File: config.mk
export PLATFORM = sky130hd
export DESIGN_NAME = write_back_flat
export DESIGN_NICKNAME = d
export VERILOG_FILES = /design/src/rtl/write_back_pkg.sv /design/src/rtl/write_back_if.sv /design/src/rtl/write_back_load_extend.sv /design/src/rtl/write_back.sv /design/src/flat_wrapper.sv
export SDC_FILE = /design/constraint.sdc
export NUM_CORES = 1
export LEC_CHECK = 0
export BUFFER_PORTS_ARGS = -buffer_cell sky130_fd_sc_hd__buf_4
export CELL_PAD_IN_SITES_DETAIL_PLACEMENT = 0
export CELL_PAD_IN_SITES_GLOBAL_PLACEMENT = 1
export CORE_MARGIN = 2
export CORE_UTILIZATION = 31
export CTS_CLUSTER_SIZE = 28
export DETAILED_ROUTE_END_ITERATION = 10
export PLACE_DENSITY_LB_ADDON = 0.25
export SLEW_MARGIN = 20
export SYNTH_ARGS = -nofsm -noshare
export SYNTH_HDL_FRONTEND = slang
export SYNTH_SLANG_ARGS = --single-unit
File: constraint.sdc
create_clock -name i_clk -period 0.9 [get_ports i_clk]
set_input_delay 0.135 -clock i_clk [delete_from_list [all_inputs] [get_ports i_clk]]
set_output_delay 0.135 -clock i_clk [all_outputs]
set_load 0.02 [all_outputs]
File: src/rtl/write_back_pkg.sv
// Shared definitions for the write-back stage: datapath widths, control-word
// bit positions and load-size encodings.
package write_back_pkg;

  localparam int unsigned LEN     = 32;
  localparam int unsigned NB_CTRL = 8;

  // Control word bit positions
  localparam int unsigned CTRL_REGWRITE = 7;
  localparam int unsigned CTRL_MEMTOREG = 6;
  localparam int unsigned CTRL_UNSIGNED = 5;
  localparam int unsigned CTRL_SIZE_HI  = 4;
  localparam int unsigned CTRL_SIZE_LO  = 3;

  localparam int unsigned NB_SIZE = 2;

  typedef logic [NB_SIZE-1:0] load_size_t;

  // LoadSize encodings; 2'b10 is also treated as a word
  localparam load_size_t SIZE_BYTE = 2'b00;
  localparam load_size_t SIZE_HALF = 2'b01;
  localparam load_size_t SIZE_WORD = 2'b11;

endpackage

File: src/rtl/write_back_if.sv
// Bus between the memory/ALU stage and the write-back stage, including the
// register-file write port it drives.
interface write_back_if #(
  parameter int unsigned len               = 32,
  parameter int unsigned NB_SENIAL_CONTROL = 8
);

  logic [len-1:0]               i_read_data;
  logic [len-1:0]               i_result_alu;
  logic [NB_SENIAL_CONTROL-1:0] i_senial_control;
  logic [len-1:0]               o_write_data;
  logic                         o_reg_write;

  modport master (
    output i_read_data,
    output i_result_alu,
    output i_senial_control,
    input  o_write_data,
    input  o_reg_write
  );

  modport slave (
    input  i_read_data,
    input  i_result_alu,
    input  i_senial_control,
    output o_write_data,
    output o_reg_write
  );

endinterface

File: src/rtl/write_back_load_extend.sv
// Load-width selection with sign or zero extension of the memory read word.
module write_back_load_extend
  import write_back_pkg::*;
#(
  parameter int unsigned len = LEN
) (
  input  logic [len-1:0] data,
  input  load_size_t     size,
  input  logic           is_unsigned,
  output logic [len-1:0] ext
);

  logic fill;

  // Fill bit is the MSB of the selected field for signed loads, else zero
  always_comb begin
    fill = 1'b0;
    ext  = data;
    case (size)
      SIZE_BYTE: begin
        fill = ~is_unsigned & data[7];
        ext  = {{(len-8){fill}}, data[7:0]};
      end
      SIZE_HALF: begin
        fill = ~is_unsigned & data[15];
        ext  = {{(len-16){fill}}, data[15:0]};
      end
      default: ext = data;
    endcase
  end

endmodule

File: src/rtl/write_back.sv
// MIPS write-back stage: selects memory or ALU data and registers the
// register-file write data and write enable.
module write_back
  import write_back_pkg::*;
#(
  parameter int unsigned len               = LEN,
  parameter int unsigned NB_SENIAL_CONTROL = NB_CTRL
) (
  input  logic        i_clk,
  input  logic        i_rst_n,
  write_back_if.slave wb
);

  logic [len-1:0] ext_data;
  logic [len-1:0] next_data;
  logic           ctrl_unused;

  write_back_load_extend #(
    .len (len)
  ) u_load_extend (
    .data        (wb.i_read_data),
    .size        (wb.i_senial_control[CTRL_SIZE_HI:CTRL_SIZE_LO]),
    .is_unsigned (wb.i_senial_control[CTRL_UNSIGNED]),
    .ext         (ext_data)
  );

  // Low control bits belong to other pipeline stages
  assign ctrl_unused = ^wb.i_senial_control[CTRL_SIZE_LO-1:0];

  assign next_data = wb.i_senial_control[CTRL_MEMTOREG] ? ext_data : wb.i_result_alu;

  always_ff @(posedge i_clk or negedge i_rst_n) begin
    if (!i_rst_n) begin
      wb.o_write_data <= '0;
      wb.o_reg_write  <= 1'b0;
    end else begin
      wb.o_write_data <= next_data;
      wb.o_reg_write  <= wb.i_senial_control[CTRL_REGWRITE];
    end
  end

endmodule

File: src/flat_wrapper.sv
// flat-port wrapper written by rule: the top's interface ports become plain ports
module write_back_flat import write_back_pkg::*;
#(
  parameter int unsigned len               = LEN,
  parameter int unsigned NB_SENIAL_CONTROL = NB_CTRL
)
  (i_clk, i_rst_n, wb_i_read_data, wb_i_result_alu, wb_i_senial_control, wb_o_write_data, wb_o_reg_write);
  write_back_if #(.len(len), .NB_SENIAL_CONTROL(NB_SENIAL_CONTROL)) wb_i ();
  input  logic i_clk;
  input  logic i_rst_n;
  input wire logic [$bits(wb_i.i_read_data)-1:0] wb_i_read_data;
  input wire logic [$bits(wb_i.i_result_alu)-1:0] wb_i_result_alu;
  input wire logic [$bits(wb_i.i_senial_control)-1:0] wb_i_senial_control;
  output wire logic [$bits(wb_i.o_write_data)-1:0] wb_o_write_data;
  output wire logic [$bits(wb_i.o_reg_write)-1:0] wb_o_reg_write;
  assign wb_i.i_read_data = wb_i_read_data;
  assign wb_i.i_result_alu = wb_i_result_alu;
  assign wb_i.i_senial_control = wb_i_senial_control;
  assign wb_o_write_data = wb_i.o_write_data;
  assign wb_o_reg_write = wb_i.o_reg_write;
  write_back #(.len(len), .NB_SENIAL_CONTROL(NB_SENIAL_CONTROL)) u_core (.i_clk(i_clk), .i_rst_n(i_rst_n), .wb(wb_i));
endmodule
[Word level (Yosys, flattened, before mapping)]
Cells that the tools add are included.
Storage, ports and cells
  register bits: 33
  input port bits: 74
  output and inout port bits: 33
  logic and storage cells: 9
Cells by class
  equality and inequality tests: 1
  multiplexer cells: 2
  bitwise logic cells: 3
  reductions and logical operators: 1
Operators by type and width (count)
  32-bit case mux with 2 select lines: 1
  32-bit two-way mux: 1
  1-bit bitwise AND: 2
  2-bit by 1-bit == test with 1-bit output, second input constant: 1
  2-bit zero test: 1
  1-bit inverter: 1

[Longest topological paths before layout]
Gate-level depths: netlist (run 1).
  depth after elaboration: 4
  gate-level depth with buffers: 5
  mapped depth without buffers: 2

[Cells and area by module]
Synthesis (run 1) repeated with hierarchy kept, for this count alone.
Second synthesis, totals
  cell total of the unflattened synthesis: 136
  area total of the unflattened synthesis: 1725.4 µm²
By module, submodules not included
  write_back: times used 1, cells each 69, area an instance 1370.1 µm², sequential area each 825.8 µm²
  write_back_load_extend: times used 1, cells each 67, area an instance 355.3 µm², sequential area each 0.0 µm²

[Worst setup path after synthesis (run 1)]
Ideal clock, no wire load.
  path kind: input-to-reg
  start: input wb_i_senial_control[4]
  end: register u_core.wb.o_write_data[12]
  setup time: 91 ps
  data arrival time: 1021 ps
  required time: 809 ps
  slack: -211 ps
  stages: 5
  path buffers: 3
  path through: buf_6 > or3b_1 > buf_2 > buf_6 > o221ai_1
Between the ends
  longest elaborated chain between the ends: 3
  elaborated cells on any way between the ends: 4
  those cells by class: 1 x eq/ne; 2 x mux; 1 x reduce/logical
Ends and longest elaborated chain
  from (decl): line flat_wrapper.sv:13  | input wire logic [$bits(wb_i.i_senial_control)-1:0] wb_i_senial_control;
  2-bit by 1-bit == test with 1-bit output / 2-bit zero test (equally long branches)
  32-bit case mux with 2 select lines (*): line write_back_load_extend.sv:19  | case (size)
  32-bit two-way mux (*): line write_back.sv:30  | assign next_data = wb.i_senial_control[CTRL_MEMTOREG] ? ext_data : wb.i_result_alu;
  named net u_core.next_data[12]: line write_back.sv:15  | logic [len-1:0] next_data;
  to (signal assigned): line write_back.sv:37  | wb.o_write_data <= next_data;
  to (decl): line write_back_if.sv:26  | output o_write_data,
The timed path passes the listed nets; every way through them passes the cells marked *.

[Final worst setup path (run 1)]
  start: register u_core.wb.o_write_data[21]
  end: output wb_o_write_data[21]
RTL lines
  to (decl): line flat_wrapper.sv:14  | output wire logic [$bits(wb_i.o_write_data)-1:0] wb_o_write_data;
No word-level cell between the ends.

==> metrics.md, run 1 <==
| Metric | Value |
|---|---|
| Crit-path max FO | `1` |
| CTS sink cnt | `33` |
| Maximum root-to-sink buffer count | `2` |
| Core footprint | `4723 um^2` |
| Starting DRC count in detailed routing | `38` |
| Measured slew at the worst slew-check pin | `0.4111 ns` |
| Overflow after GRT | `0` |
| Slowest CP cell | `dfrtp_1` |
| HPWL after DPL | `3034 um` |
| Post-Syn Nets | `203` |
| Initial Utilization | `31.95%` |
| Max_slew headroom | `72.59%` |
| Final setup viols | `33` |
| Worst-path clk slew | `0.07 ns` |
| Critical Path RT | `0.76 ns` |
| Failing checks | `setup timing` |
| Max Fclk | `1072 MHz` |
| WL per Instance | `13.22 um` |
| Die Width | `73.77 um` |
| Share of layout cells above drive strength 1 | `58.51%` |
| DRT Pass-1 Iters | `4` |
| Ys Warns | `0` |
| Placed Instances | `298` |
| DRC viols | `0` |
| Synth Cell Area | `1509 um^2` |
| Vias per inst | `4.455` |
| Number of port buffers | `103` |
| Ant. Diodes | `0` |
| CTS Root Buffer Type | `clkbuf_8` |
| Routability cong. | `0.7552` |
| Pin count of the biggest net entering global routing | `34` |
| Final nets | `314` |
| Status | `finished, violations left` |
| CTS tree | `done` |
| Final hold violation count | `0` |
| Vert. Die Dim | `73.77 um` |
| Hold crit path type | `in2reg` |
| Mapped Cells | `129` |
| Min Tclk post-route | `0.9331 ns` |
| Top delay family on crit path | `flip-flops` |
| WL final | `4072 um` |
| Buf+Inv Stages, Crit Path | `1` |
| PD cells | `1544 nW/um^2` |
| Peak supply drop | `808.4 uV` |
| Syn-to-layout area delta | `76.62%` |
| Die footprint | `5441 um^2` |
| Antenna viol nets, final | `0` |
| H-tree Lvls | `2` |
| CP endpoint kind | `output port` |
| Slowest cell delay on critical path | `0.39 ns` |
| Max Slew Vio Count | `0` |
| CP Launch Type | `register` |
| Flops & latches, synth | `33` |
| Worst endpoint data arrival time | `0.80 ns` |
| First-pass GRT wire length | `6444 um` |
| Vias in the first global route | `1,407` |
| Placement Setup Slack | `-0.2823 ns` |
| Total GRT Usage | `15.90%` |
| Io pins | `107` |
| Post-synth cell types | `14` |
| Row count | `25` |
| Tcrit/Tclk final | `103.7%` |
| Total setup buffers inserted after CTS | `0` |
| Initial antenna violation count | `0` |
| Syn Area/Cell | `11.70 um^2` |
| DR vias | `1,372` |
| RSZ-0062 raised after global routing | `yes` |
| Final worst slack | `-0.03310 ns` |
| Max Cap Viol | `0` |
| Crit path cell chain | `buf_6` |
| Finished Layout Cells | `308` |
| Crit Path Class | `reg2out` |
| Leakage power | `0.001319 uW` |
| Post-synthesis sequential area ratio | `54.73%` |
| TritonCTS buffer count | `5` |
| Power, Total | `4116 uW` |
## report_power, final
part | internal (uW) | switching (uW)
logic | 588 | 450
clock network | 902 | 508
registers | 1610 | 59.4
## per-stage QoR
| step | utilization (%) | hold slack [ns] | cell area, um^2 | setup TNS (ns) |
|---|---|---|---|---|
| 6_report | 56.42 | 0.07696 | 2665 | -0.5623 |
| 5_1_grt | 56.42 | 0.06997 | 2665 | -1.807 |
| 4_1_cts | 56.21 | 0.07123 | 2655 | -1.026 |
| 3_5_place_dp | 50.70 | 0.1078 | 2395 | -4.991 |
| 3_3_place_gp | 50.70 | 0.1018 | 2395 | -4.574 |
| 2_1_floorplan | - | -0.1606 | 1516 | -4.258 |
## flip-flops by register name (all words and copies together), names as in the netlist
register,flops
u_core.wb.o_write_data,32
u_core.wb.o_reg_write,1
## what timing repair did
item	in CTS	in global routing
gates resized for setup	33	2
hold buffers	2	0
pin swaps	0	0
setup endpoints to repair	33	34
endpoints found under the hold margin	34	0
## kinds of logic (layout without fill, tap and decap cells)
family,count (synthesis),count (layout),share of synthesized area [%]
mux,9,9,6.634
simple gates,26,26,9.619
buf+inv,36,148,10.61
compound gates,25,25,18.41
flops,33,33,54.73
## final timing paths
path                       depth (start not counted)  slack, ns                        from                         to
min in group asynchronous                          2       0.33                     i_rst_n      u_core.wb.o_reg_write
worst min-delay path                               3       0.08          wb_i_result_alu[9]  u_core.wb.o_write_data[9]
worst max-delay path                               1      -0.03  u_core.wb.o_write_data[21]        wb_o_write_data[21]
max in group asynchronous                          2       0.27                     i_rst_n  u_core.wb.o_write_data[8]
## Yosys cell counts, drive strengths merged
library cell  count  area, um^2
clkbuf            4       15.01
nand3            16       80.08
mux2              8       90.09
or3b              1       8.760
mux2i             1       10.01
buf               8       55.05
nand2b            9       56.30
o21ai             1       5.000
inv              24       90.09
dfrtp            33       825.8
o221ai           24       272.8
## cell usage in the layout, fill, tap and decap left out
master / count
dlygate4sd3_1: 2
nand2b_1: 9
buf_4: 79
o221ai_1: 13
bufinv_16: 1
mux2_2: 8
buf_12: 1
mux2i_2: 1
o21ai_1: 1
o221ai_2: 11
or3b_1: 1
inv_1: 24
clkbuf_1: 1
buf_6: 34
nand3_1: 16
dfrtp_1: 33
clkbuf_8: 6
## worst min-delay path: cells and delay by family
family          cells  cell delay (ns)
compound gates      1             0.06
buf+inv             1             0.08
simple gates        1             0.04
## cell type report
class	instances	area [um^2]
fillers	427	2058
repair buffers	116	1016
flip-flops and latches	33	825.8
multi-input cells	60	533.0
inverters	24	90.09
clock buffers	7	86.33
well taps	67	83.83
clock inverters	1	30.03
## per-layer routing
metal	routed length [um]	share of wire, %	up-vias	track usage [%]
li1	-	-	674	-
met1	1639	40	626	19.64
met2	2016	50	68	25.30
met3	368	9.0	4	6.173
met4	47	1.2	0	5.455
met5	0	0	-	0
Power figures use the tool's default switching activity.
==> run 2: changes to the inputs <==
--- a/config.mk
+++ b/config.mk
@@ -12,2 +12,3 @@
 export CORE_UTILIZATION = 31
+export CTS_CLUSTER_DIAMETER = 40
 export CTS_CLUSTER_SIZE = 28
==> constraint.sdc (replaced) <==
create_clock -name i_clk -period 0.9 [get_ports i_clk]
set_input_delay 0.27 -clock i_clk [delete_from_list [all_inputs] [get_ports i_clk]]
set_output_delay 0.27 -clock i_clk [all_outputs]
set_load 0.02 [all_outputs]
==> run 2 against run 1 <==
- the flow still finishes with violations (setup timing)
- total power is 5.9% lower
- final cell count is 1.3% lower
- critical path depth stayed put
- clock power is 22% lower
- design area is 3.3% higher
- wire length is 2.2% higher
- sequential power hardly changed
- worst setup slack worse by 0.13 ns
==> metrics.md, run 2 (synthesis results as in run 1) <==
| Metric | Value |
|---|---|
| Status | `finished, violations left (unchanged)` |
| Failing checks | `setup timing (unchanged)` |
| First-pass GRT wire length | `6658 um (was 6444 um)` |
| CP Launch Type | `register (unchanged)` |
| WL per Instance | `13.69 um (was 13.22 um)` |
| Leakage power | `0.001322 uW (was 0.001319 uW)` |
| Placement Setup Slack | `-0.4046 ns (was -0.2823 ns)` |
| Slowest CP cell | `dfrtp_1 (unchanged)` |
| Final nets | `311 (was 314)` |
| Buf+Inv Stages, Crit Path | `1 (unchanged)` |
| Overflow after GRT | `0 (unchanged)` |
| CTS tree | `done (unchanged)` |
| Measured slew at the worst slew-check pin | `0.4180 ns (was 0.4111 ns)` |
| TritonCTS buffer count | `5 (unchanged)` |
| Top delay family on crit path | `flip-flops (unchanged)` |
| Power, Total | `3871 uW (was 4116 uW)` |
| Vias per inst | `4.586 (was 4.455)` |
| PD cells | `1406 nW/um^2 (was 1544 nW/um^2)` |
| Crit-path max FO | `1 (unchanged)` |
| Setup TNS | `-4.970 ns (was -0.5623 ns)` |
| Worst-path clk slew | `0.06 ns (was 0.07 ns)` |
| Syn-to-layout area delta | `82.42% (was 76.62%)` |
| Pin count of the biggest net entering global routing | `34 (unchanged)` |
| Hold crit path type | `in2reg (unchanged)` |
| Maximum root-to-sink buffer count | `2 (unchanged)` |
| CTS sink cnt | `33 (unchanged)` |
| Finished Layout Cells | `304 (was 308)` |
| Filler cells | `421 (was 427)` |
| Final setup viols | `40 (was 33)` |
| Vert. Die Dim | `73.77 um (unchanged)` |
| Initial antenna violation count | `0 (unchanged)` |
| Routability cong. | `0.7152 (was 0.7552)` |
| Largest reg by FF count | `u_core.wb.o_write_data (unchanged)` |
| Ant. Diodes | `0 (unchanged)` |
| Sequential power share | `43.0% (was 40.5%)` |
| Max Fclk | `937.0 MHz (was 1072 MHz)` |
| Core footprint | `4723 um^2 (unchanged)` |
| Final hold violation count | `0 (unchanged)` |
| Crit Path Class | `reg2out (unchanged)` |
| Die Width | `73.77 um (unchanged)` |
| Antenna viol nets, final | `0 (unchanged)` |
| DRC viols | `0 (unchanged)` |
| Max reg flops | `32 (unchanged)` |
| Most common cell after layout, fill and taps aside | `buf_4 (unchanged)` |
| Total setup buffers inserted after CTS | `0 (unchanged)` |
| Number of port buffers | `103 (unchanged)` |
| CP endpoint kind | `output port (unchanged)` |
| Tcrit/Tclk final | `118.6% (was 103.7%)` |
| Io pins | `107 (unchanged)` |
| Max_slew headroom | `72.13% (was 72.59%)` |
| Placed Instances | `296 (was 298)` |
| Critical Path RT | `0.63 ns (was 0.76 ns)` |
| Commonest cells after routing, fill and taps aside | `69 x buf_4, 39 x buf_6, 33 x dfrtp_1 (was 79 x buf_4, 34 x buf_6, 33 x dfrtp_1)` |
| WL final | `4161 um (was 4072 um)` |
| Clk pwr share | `28.3% (was 34.3%)` |
| Min Tclk post-route | `1.067 ns (was 0.9331 ns)` |
| Gate power share | `28.6% (was 25.2%)` |
| Max Slew Vio Count | `0 (unchanged)` |
| Switching share of power | `26.84% (was 24.73%)` |
| Slowest cell delay on critical path | `0.39 ns (about the same)` |
| Worst endpoint data arrival time | `0.80 ns (about the same)` |
| Initial Utilization | `31.95% (unchanged)` |
| RSZ-0062 raised after global routing | `yes (unchanged)` |
| Vias in the first global route | `1,415 (was 1,407)` |
| H-tree Lvls | `2 (unchanged)` |
| Internal | `2832 uW (was 3098 uW)` |
| DRT Pass-1 Iters | `4 (unchanged)` |
| Crit path cell chain | `buf_6 (unchanged)` |
| CTS Root Buffer Type | `clkbuf_8 (unchanged)` |
| Total GRT Usage | `16.23% (was 15.90%)` |
| Die footprint | `5441 um^2 (unchanged)` |
| Largest registers | `u_core.wb.o_write_data: 32 flops, u_core.wb.o_reg_write: 1 flops (unchanged)` |
| DR vias | `1,394 (was 1,372)` |
| Share of layout cells above drive strength 1 | `64.98% (was 58.51%)` |
| Row count | `25 (unchanged)` |
| Starting DRC count in detailed routing | `43 (was 38)` |
| Peak supply drop | `722.2 uV (was 808.4 uV)` |
| Max Cap Viol | `0 (unchanged)` |
| NetSw | `1039 uW (was 1018 uW)` |
| Final worst slack | `-0.1672 ns (was -0.03310 ns)` |
| HPWL after DPL | `2992 um (was 3034 um)` |
| Final hold slack | `0.09836 ns (was 0.07696 ns)` |
[run 2: cell type report]
| cell class | count | area (um^2) | area share, % |
|---|---|---|---|
| Clock buffer | 7 | 86.33 | 3.136 |
| Timing Repair Buffer | 113 | 1032 | 37.50 |
| Inverter | 24 | 90.09 | 3.273 |
| Multi-Input combinational cell | 60 | 634.4 | 23.05 |
| Sequential cell | 33 | 825.8 | 30.00 |
| Tap cell | 67 | 83.83 | 3.045 |
[run 2: path summary, 6_finish.rpt]
| kind | cells after the start | startpoint | end |
|---|---|---|---|
| setup / recovery | 1 | u_core.wb.o_write_data[29] | wb_o_write_data[29] |
| hold / removal | 1 | wb_i_senial_control[7] | u_core.wb.o_reg_write |
| max in group asynchronous | 2 | i_rst_n | u_core.wb.o_write_data[1] |
| min in group asynchronous | 2 | i_rst_n | u_core.wb.o_write_data[12] |
[run 2: per-layer routing]
layer	GRT usage, %	wire [um]	vias up	share of wire (%)
li1	-	-	676	-
met1	19.43	1566	644	38
met2	27.08	2160	68	52
met3	5.624	375	6	9.0
met5	0	0	-	0
met4	5.455	59	0	1.4
[run 2: through the flow]
| step | area [um^2] | util, % |
|---|---|---|
| global route | 2753 | 58.28 |
| CTS | 2720 | 57.59 |
| floorplan | 1519 | - |
| global placement | 2380 | 50.38 |
| finish | 2753 | 58.28 |
| detailed placement | 2380 | 50.38 |
[run 2: what timing repair did]
action	CTS	global route
endpoints found under the setup margin	57	55
gates resized for setup	56	7
hold buffers	1	0
pin swaps	16	10
endpoints found under the hold margin	33	0
[run 2: power groups by stage]
stage | Clock [uW] | Combinational [uW] | Sequential (uW)
final | 1100 | 1110 | 1670
after global placement | 0 | 951 | 1670
after detailed placement | 0 | 959 | 1670
after global routing | 1200 | 1190 | 1680
after CTS | 1140 | 1100 | 1670
after floorplan | 0 | 262 | 1830
